<file path="src/rtl/grf_read_hazard_pkg.sv">
// Shared encodings for GRF read-hazard resolution: forward selects and Tnew/Tuse constants.
// Used by the hazard unit and by the decoder that produces Tuse/Tnew.
package grf_read_hazard_pkg;

    typedef enum logic [1:0] {
        FWD_GRF = 2'd0,
        FWD_E   = 2'd1,
        FWD_M   = 2'd2,
        FWD_W   = 2'd3
    } fwd_sel_e;

    typedef enum logic [1:0] {
        EFWD_REG = 2'd0,
        EFWD_M   = 2'd1,
        EFWD_W   = 2'd2
    } efwd_sel_e;

    localparam logic [1:0] TUSE_NONE = 2'd3;
    localparam logic [1:0] TNEW_NONE = 2'd0;
    localparam logic [1:0] TNEW_ALU  = 2'd1;
    localparam logic [1:0] TNEW_LOAD = 2'd2;
    localparam int unsigned GRF_ZERO = 0;

    typedef struct packed {
        logic     stall;
        fwd_sel_e sel;
    } d_res_t;

endpackage

</file>
<file path="src/rtl/grf_read_hazard_stage_reg.sv">
// One {dst, tnew} shadow pipeline stage with optional saturating Tnew decrement and bubble insert.
module hazard_stage_reg #(
    parameter int AW  = 5,
    parameter int TW  = 2,
    parameter bit DEC = 1'b1
) (
    input  logic          clk,
    input  logic          reset,
    input  logic          bubble,
    input  logic [AW-1:0] in_dst,
    input  logic [TW-1:0] in_tnew,
    output logic [AW-1:0] dst,
    output logic [TW-1:0] tnew
);

    function automatic logic [TW-1:0] sat_dec(input logic [TW-1:0] x);
        return (x == '0) ? '0 : x - TW'(1);
    endfunction

    // NOTE: sequential state uses non-blocking assignment so every stage samples the pre-edge values.
    always_ff @(posedge clk or negedge reset) begin
        if (!reset) begin
            dst  <= '0;
            tnew <= '0;
        end else if (bubble) begin
            dst  <= '0;
            tnew <= '0;
        end else begin
            dst  <= in_dst;
            tnew <= DEC ? sat_dec(in_tnew) : in_tnew;
        end
    end

endmodule

</file>
<file path="src/rtl/grf_read_hazard.sv">
// GRF read-hazard unit: stall request and D/E forward selects from an E/M/W shadow pipeline.
// Optional stall-cycle counter enabled by defining HAZARD_PERF_EN.
module grf_read_hazard
    import grf_read_hazard_pkg::*;
#(
    parameter int AW = 5,
    parameter int TW = 2
) (
    input  logic          clk,
    input  logic          reset,
    input  logic [AW-1:0] d_rs,
    input  logic [AW-1:0] d_rt,
    input  logic [TW-1:0] d_tuse_rs,
    input  logic [TW-1:0] d_tuse_rt,
    input  logic [AW-1:0] d_dst,
    input  logic [TW-1:0] d_tnew,
    input  logic          flush,
    output logic          stall,
    output logic [1:0]    d_fwd_rs,
    output logic [1:0]    d_fwd_rt,
    output logic [1:0]    e_fwd_rs,
    output logic [1:0]    e_fwd_rt,
    output logic [31:0]   stall_cnt
);

    typedef struct packed {
        logic [AW-1:0] dst;
        logic [TW-1:0] tnew;
    } stage_t;

    stage_t        e_st, m_st, w_st;
    logic [AW-1:0] e_rs, e_rt;
    logic          e_bubble;
    d_res_t        rs_res, rt_res;

    assign e_bubble = stall | flush;

    hazard_stage_reg #(.AW(AW), .TW(TW), .DEC(1'b0)) u_stage_e (
        .clk(clk), .reset(reset), .bubble(e_bubble),
        .in_dst(d_dst), .in_tnew(d_tnew), .dst(e_st.dst), .tnew(e_st.tnew)
    );

    hazard_stage_reg #(.AW(AW), .TW(TW), .DEC(1'b1)) u_stage_m (
        .clk(clk), .reset(reset), .bubble(1'b0),
        .in_dst(e_st.dst), .in_tnew(e_st.tnew), .dst(m_st.dst), .tnew(m_st.tnew)
    );

    hazard_stage_reg #(.AW(AW), .TW(TW), .DEC(1'b1)) u_stage_w (
        .clk(clk), .reset(reset), .bubble(1'b0),
        .in_dst(m_st.dst), .in_tnew(m_st.tnew), .dst(w_st.dst), .tnew(w_st.tnew)
    );

    always_ff @(posedge clk or negedge reset) begin
        if (!reset) begin
            e_rs <= '0;
            e_rt <= '0;
        end else if (e_bubble) begin
            e_rs <= '0;
            e_rt <= '0;
        end else begin
            e_rs <= d_rs;
            e_rt <= d_rt;
        end
    end

    // Youngest matching stage decides both the stall and the forward source.
    function automatic d_res_t d_resolve(input logic [AW-1:0] a, input logic [TW-1:0] tuse,
                                         input stage_t e, input stage_t m, input stage_t w);
        d_res_t r;
        stage_t hit;
        logic   found;
        // NOTE: every result field gets a default first so no path leaves it unassigned.
        r     = '{stall: 1'b0, sel: FWD_GRF};
        hit   = '0;
        found = 1'b0;
        if (a != AW'(GRF_ZERO)) begin
            if (a == e.dst) begin
                hit = e; found = 1'b1; r.sel = (e.tnew == '0) ? FWD_E : FWD_GRF;
            end else if (a == m.dst) begin
                hit = m; found = 1'b1; r.sel = (m.tnew == '0) ? FWD_M : FWD_GRF;
            end else if (a == w.dst) begin
                hit = w; found = 1'b1; r.sel = (w.tnew == '0) ? FWD_W : FWD_GRF;
            end
        end
        r.stall = found && (tuse != TW'(TUSE_NONE)) && (hit.tnew > tuse);
        return r;
    endfunction

    function automatic efwd_sel_e e_resolve(input logic [AW-1:0] a, input stage_t m, input stage_t w);
        efwd_sel_e s;
        s = EFWD_REG;
        if (a != AW'(GRF_ZERO)) begin
            if (a == m.dst)
                s = (m.tnew == '0) ? EFWD_M : EFWD_REG;
            else if (a == w.dst && w.tnew == '0)
                s = EFWD_W;
        end
        return s;
    endfunction

    assign rs_res   = d_resolve(d_rs, d_tuse_rs, e_st, m_st, w_st);
    assign rt_res   = d_resolve(d_rt, d_tuse_rt, e_st, m_st, w_st);
    assign stall    = rs_res.stall | rt_res.stall;
    assign d_fwd_rs = rs_res.sel;
    assign d_fwd_rt = rt_res.sel;
    assign e_fwd_rs = e_resolve(e_rs, m_st, w_st);
    assign e_fwd_rt = e_resolve(e_rt, m_st, w_st);

`ifdef HAZARD_PERF_EN
    logic [31:0] stall_cnt_q;

    always_ff @(posedge clk or negedge reset) begin
        if (!reset)
            stall_cnt_q <= '0;
        else if (stall)
            stall_cnt_q <= stall_cnt_q + 32'd1;
    end

    assign stall_cnt = stall_cnt_q;
`else
    assign stall_cnt = '0;
`endif

    // A still-pending M result reaching an E read means the D stall let something slip.
    a_e_rs_ready: assert property (@(posedge clk) disable iff (!reset)
        !(e_rs != AW'(GRF_ZERO) && e_rs == m_st.dst && m_st.tnew != '0));
    a_e_rt_ready: assert property (@(posedge clk) disable iff (!reset)
        !(e_rt != AW'(GRF_ZERO) && e_rt == m_st.dst && m_st.tnew != '0));

endmodule
</file>
<file path="config.mk">
export PLATFORM = sky130hd
export DESIGN_NAME = grf_read_hazard
export DESIGN_NICKNAME = d
export VERILOG_FILES = /design/src/rtl/grf_read_hazard_pkg.sv /design/src/rtl/grf_read_hazard_stage_reg.sv /design/src/rtl/grf_read_hazard.sv
export SDC_FILE = /design/constraint.sdc
export NUM_CORES = 1
export LEC_CHECK = 0
export CORE_UTILIZATION = 52
export DETAILED_ROUTE_END_ITERATION = 6
export GPL_TIMING_DRIVEN = 0
export PLACE_DENSITY = 0.92
export SYNTH_ARGS = -nofsm -noshare
export SYNTH_HDL_FRONTEND = slang
export SYNTH_HIERARCHICAL = 1
export SYNTH_SLANG_ARGS = --single-unit
</file>
<file path="constraint.sdc">
create_clock -name clk -period 10.7 [get_ports clk]
set_input_delay 3.21 -clock clk [delete_from_list [all_inputs] [get_ports clk]]
set_output_delay 3.21 -clock clk [all_outputs]
set_load 0.03 [all_outputs]
</file>
Word-level counts from Yosys, hierarchy flattened
Index checks and enable logic that the tools add are counted.
{"block": "totals", "mem_bits_rw": 0, "regBits": 31, "word_cells": 79, "n_memories": 0, "romBits": 0, "latch_bits": 0}
{"block": "classes", "mux": 40, "order_cmp": 2, "n_bitwise": 2, "eq_ne": 12, "addsub": 2, "n_div": 0, "shift": 0, "reduce_logical": 13, "n_mul": 0}
{"op": "2-bit 2-to-1 mux", "count": 27}
{"op": "5-bit equality test", "count": 10}
{"op": "5-bit nonzero test", "count": 4}
{"op": "5-bit 2-to-1 mux", "count": 3}
{"op": "1-bit 2-to-1 mux", "count": 10}
{"op": "1-bit logical AND", "count": 6}
{"op": "2-bit zero test", "count": 3}
{"op": "2-bit greater-than comparator", "count": 2}
{"op": "2-bit inequality test (second input constant)", "count": 2}
{"op": "2-bit by 1-bit subtractor with 2-bit output (second input constant)", "count": 2}
{"op": "1-bit bitwise OR", "count": 2}

Logic depth before layout (Yosys ltp)
{"block": "logic_depth", "ltp_word": 10, "depth_mapped": 13, "ltp_nobuf": 12}

By module
Netlist, hierarchy kept.
{"module": "grf_read_hazard", "area_per_inst_um2": 1631.6, "seq_area_each_um2": 250.2, "cells_per_inst": 197, "n_inst": 1}
{"module": "hazard_stage_reg (u_stage_m ...)", "area_per_inst_um2": 236.5, "seq_area_each_um2": 175.2, "cells_per_inst": 14, "n_inst": 2}
{"module": "hazard_stage_reg (u_stage_e)", "area_per_inst_um2": 219.0, "seq_area_each_um2": 175.2, "cells_per_inst": 14, "n_inst": 1}

Least setup slack after synthesis
OpenSTA, ideal clock, no wires.
{"block": "synth_timing", "kind": "input -> output", "from": "in d_rs[2]", "to": "out stall", "arrival_time_ps": 5413, "path_slack_ps": 2077, "path_stages": 10, "required_ps": 7490, "path_buffers": 1, "path_cell_list": "xor2_1 -> nor3_1 -> and3_1 -> clkbuf_2 -> mux2i_1 -> a211o_1 -> ha_1 -> a22oi_1 -> o21ai_0 -> o21ai_0"}
{"block": "synth_via", "elab_chain_len": 8, "word_cells_on_any_way": 16}
{"item": "start, declared", "line_no": "grf_read_hazard.sv:11", "source": "input logic [AW-1:0] d_rs,"}
{"item": "5-bit equality test", "line_no": "grf_read_hazard.sv:81", "source": "end else if (a == w.dst) begin"}
{"item": "2-bit 2-to-1 mux or 1-bit 2-to-1 mux (tied branches)", "line_no": "grf_read_hazard.sv:81"}
{"item": "2-bit 2-to-1 mux or 1-bit 2-to-1 mux (tied branches)", "line_no": "grf_read_hazard.sv:79", "source": "end else if (a == m.dst) begin"}
{"item": "2-bit 2-to-1 mux or 1-bit 2-to-1 mux (tied branches)", "line_no": "grf_read_hazard.sv:77", "source": "if (a == e.dst) begin"}
{"item": "2-bit 2-to-1 mux or 1-bit 2-to-1 mux (tied branches)", "line_no": "grf_read_hazard.sv:76", "source": "if (a != AW'(GRF_ZERO)) begin"}
{"item": "2-bit greater-than comparator or 1-bit logical AND (tied branches)", "line_no": "grf_read_hazard.sv:85", "source": "r.stall = found && (tuse != TW'(TUSE_NONE)) && (hit.tnew > tuse);"}
{"item": "1-bit logical AND (*)", "line_no": "grf_read_hazard.sv:85"}
{"item": "1-bit bitwise OR (*)", "line_no": "grf_read_hazard.sv:103", "source": "assign stall = rs_res.stall | rt_res.stall;"}
{"item": "end, declared", "line_no": "grf_read_hazard.sv:18", "source": "output logic stall,"}
Mark *: on every way between the ends. The rest lies on a longest branch, timed or not.

Worst setup path in the final report
{"block": "layout_timing", "from": "in d_rt[3]", "to": "out stall"}
{"block": "layout_via", "elab_chain_len": 8, "word_cells_on_any_way": 16}
{"item": "start, declared", "line_no": "grf_read_hazard.sv:12", "source": "input logic [AW-1:0] d_rt,"}
{"item": "5-bit equality test", "line_no": "grf_read_hazard.sv:81"}
{"item": "2-bit 2-to-1 mux or 1-bit 2-to-1 mux (tied branches)", "line_no": "grf_read_hazard.sv:81"}
{"item": "2-bit 2-to-1 mux or 1-bit 2-to-1 mux (tied branches)", "line_no": "grf_read_hazard.sv:79"}
{"item": "2-bit 2-to-1 mux or 1-bit 2-to-1 mux (tied branches)", "line_no": "grf_read_hazard.sv:77"}
{"item": "2-bit 2-to-1 mux or 1-bit 2-to-1 mux (tied branches)", "line_no": "grf_read_hazard.sv:76"}
{"item": "2-bit greater-than comparator or 1-bit logical AND (tied branches)", "line_no": "grf_read_hazard.sv:85"}
{"item": "1-bit logical AND (*)", "line_no": "grf_read_hazard.sv:85"}
{"item": "1-bit bitwise OR (*)", "line_no": "grf_read_hazard.sv:103"}
Marked as above.

==> impl_metrics.yaml <==
drt:
  drc: 0
  wirelength_um: 5320
  drtIter0Drc: 139
  ant_nets: 0
  viasPerCell: 5.13
  drtPass1Iterations: 5
  vias: 1917
  wl_per_cell_um: 14.2
die:
  die_y_um: 68.8
  ios: 65
  core_area_um2: 4140
  start_util_pct: 56.1
  num_rows: 23
  die_area_um2: 4740
  die_x_um: 68.8
worst_setup_path:
  timing.rr.start: "u_stage_w/dst[3]$_DFF_PN0_"
  startpoint: "d_rt[3]"
  path_max_fanout: 6
  reg2reg_slack_ns: 7.44
  worstSetupPathType: "in -> out"
  crit_arrival_ns: 6.76
  required_ns: 7.49
  critPathLaunchType: "input port"
  crit_path_end_kind: "output pin"
place:
  io_buffers: 32
  dp_hpwl_um: 4070
  dp_slack_ns: 0.792
  gp_congestion: 0.880
  dpl_cell_area_um2: 2880
timing:
  fin_crit_ns: 9.97
  rsz0062_at_grt: "no"
  fin_crit_sh_pct: 93.2
  drv_slew: 0
  tns_ns: 0
  slew_headroom_pct: 55.1
  finalSetupViolCount: 0
  worst_slack_ns: 0.725
  worst_pin_slew_ns: 0.668
  clock.fmax_mhz: 100
  skew_ns: 0.00427
  hold_viol: 0
cells_and_area:
  drive_above_1_share_pct: 21.0
  nNetsFinal: 351
  final_util_pct: 71.8
  mostFrequentLayoutCells: "46 x conb_1, 32 x buf_4, 31 x dfrtp_1, 31 x clkdlybuf4s50_1, 27 x xor2_1"
  final_cell_area_um2: 2970
  syn_to_final_growth_pct: 28.0
  layout_commonest_cell: "conb_1"
  antenna_cells: 0
outcome:
  outcome: "completed"
global_routing:
  grt_max_degree: 32
  gr-usage-all-layers_pct: 25.3
  gr-total-overflow: 0
  antenna_found_initial: 0
  grt_pass1_vias: 1847
  grt_pass1_wl_um: 8350
pwr:
  total_power_w: 0.000338
  p_per_area_nw_per_um2: 114
  peakVddDrop_v: 0.0000826
  p_leak_nw: 1.44
yosys:
  synth_top_family_by_area: "simple AND/OR/NAND/NOR gates"
  synthCells: 239
  ys_seq_area_share_pct: 33.4
  synth_mux_area_share_pct: 0.862
  ys.flop_type: "dfrtp_1"
  synth_top_cell_by_area: "dfrtp_1"
  synth-simple-area-share_pct: 25.5
  synth_seq_cells: 31
  yosys_warnings: 6
  synth_compound_area_share_pct: 6.84
  synthAdderAreaFrac_pct: 2.15
  netlist_top_cells_area: "dfrtp_1 33%, buf_4 10%, xor2_1 10%"
  synth_top_area_share_pct: 33.4
  synth_cell_types: 40
  syn_area_um2: 2320
  synth_xor_area_share_pct: 18.1
  async_flop_share_pct: 100
  syn_avg_cell_area_um2: 9.72
  synth_edf_count: 0
flow_run:
  maxCapViolCount: 0
min_path:
  worstHoldStart: "u_stage_m/dst[3]$_DFF_PN0_"
  hold_class: "reg -> reg"
clock_tree:
  cts-buffers-inserted: 5
  clk_pin_slew_ns: 0.06
  ctsResizeCount: 0
  cts_tree: "built"
  clockBufferDepth: 2
  clock_latency_ns: 0.29
  cts-root-buf: "clkbuf_8"
  cts_sinks: 31
  post_cts_buffers: 0
  h-tree-depth: 2
  cts_hold_buf: 0
metrics by stage:
| stage | hold WS, ns | instances |
|---|---|---|
| final | 0.498 | 374 |
| after floorplan | 0.472 | 284 |
| after global routing | 0.520 | 374 |
| after CTS | 0.499 | 374 |
| after global placement | 0.478 | 366 |
| after detailed placement | 0.485 | 366 |
report_power, final:
| group | total [W] | switching, W | internal (W) |
|---|---|---|---|
| logic | 0.0000975 | 0.0000525 | 0.0000450 |
| registers | 0.000138 | 0.0000130 | 0.000126 |
| clock network | 0.000102 | 0.0000439 | 0.0000584 |
| total | 0.000338 | 0.000109 | 0.000229 |
critical path, cell delays in order:
cell and delay [ns]:
clkdlybuf4s50_1 0.56, xnor2_1 0.27, nand3_1 0.09, nor3_1 0.58, nand3_1 0.16, a211oi_1 0.27
ha_1 0.31, a22o_1 0.21, nor3_1 0.18, o31ai_1 0.12, o21ai_0 0.11, clkdlybuf4s50_1 0.69
synthesized netlist by cell type, types with 5 or more instances:
| cell type | instances |
|---|---|
| dfrtp_1 | 31 |
| xnor2_1 | 21 |
| and2b_2 | 10 |
| inv_1 | 7 |
| nor2b_1 | 8 |
| xor2_1 | 27 |
| buf_4 | 32 |
| a21oi_1 | 5 |
| nor3b_2 | 10 |
| nor2_1 | 13 |
| nand3_1 | 11 |
| nor3_1 | 9 |
final cells by class:
cell class,count,area [µm²]
Multi-Input combinational cell,209,1410
Buffer,37,277
Sequential cell,31,776
Inverter,7,26.3
Clock inverter,1,7.51
Fill cell,315,1170
Clock buffer,7,96.3
Tap cell,50,62.6
Timing Repair Buffer,32,315
sequential cells by signal, summed over array words and instances (netlist names):
name,cells
u_stage_m/dst,5
u_stage_e/tnew,2
u_stage_m/tnew,2
u_stage_e/dst,5
e_rt,5
u_stage_w/dst,5
u_stage_w/tnew,2
e_rs,5
path summary, 6_finish.rpt:
check,end,cells past startpoint
worst max-delay path,stall,12
worst min-delay path,u_stage_w/dst[3]$_DFF_PN0_,1
worst max register to register,u_stage_e/dst[4]$_DFF_PN0_,11
worst min register to register,u_stage_w/dst[3]$_DFF_PN0_,1
max in group asynchronous,u_stage_w/dst[0]$_DFF_PN0_,1
min in group asynchronous,u_stage_w/tnew[1]$_DFF_PN0_,1
metal layers:
layer,track usage (%),wire [µm]
met1,30.0,2130
met2,44.4,2720
met3,4.77,367
met4,11.0,102
met5,0,0
kinds of logic (layout without fill, tap and decap cells):
logic type      Yosys count  in the layout
xor+xnor                 48             48
mux                       2              2
buf+inv                  44             84
flops                    31             31
fa+ha+maj                 4              4
other cells               1             46
simple gates             87             87
compound gates           22             22
(Power assumes the default switching activity.)
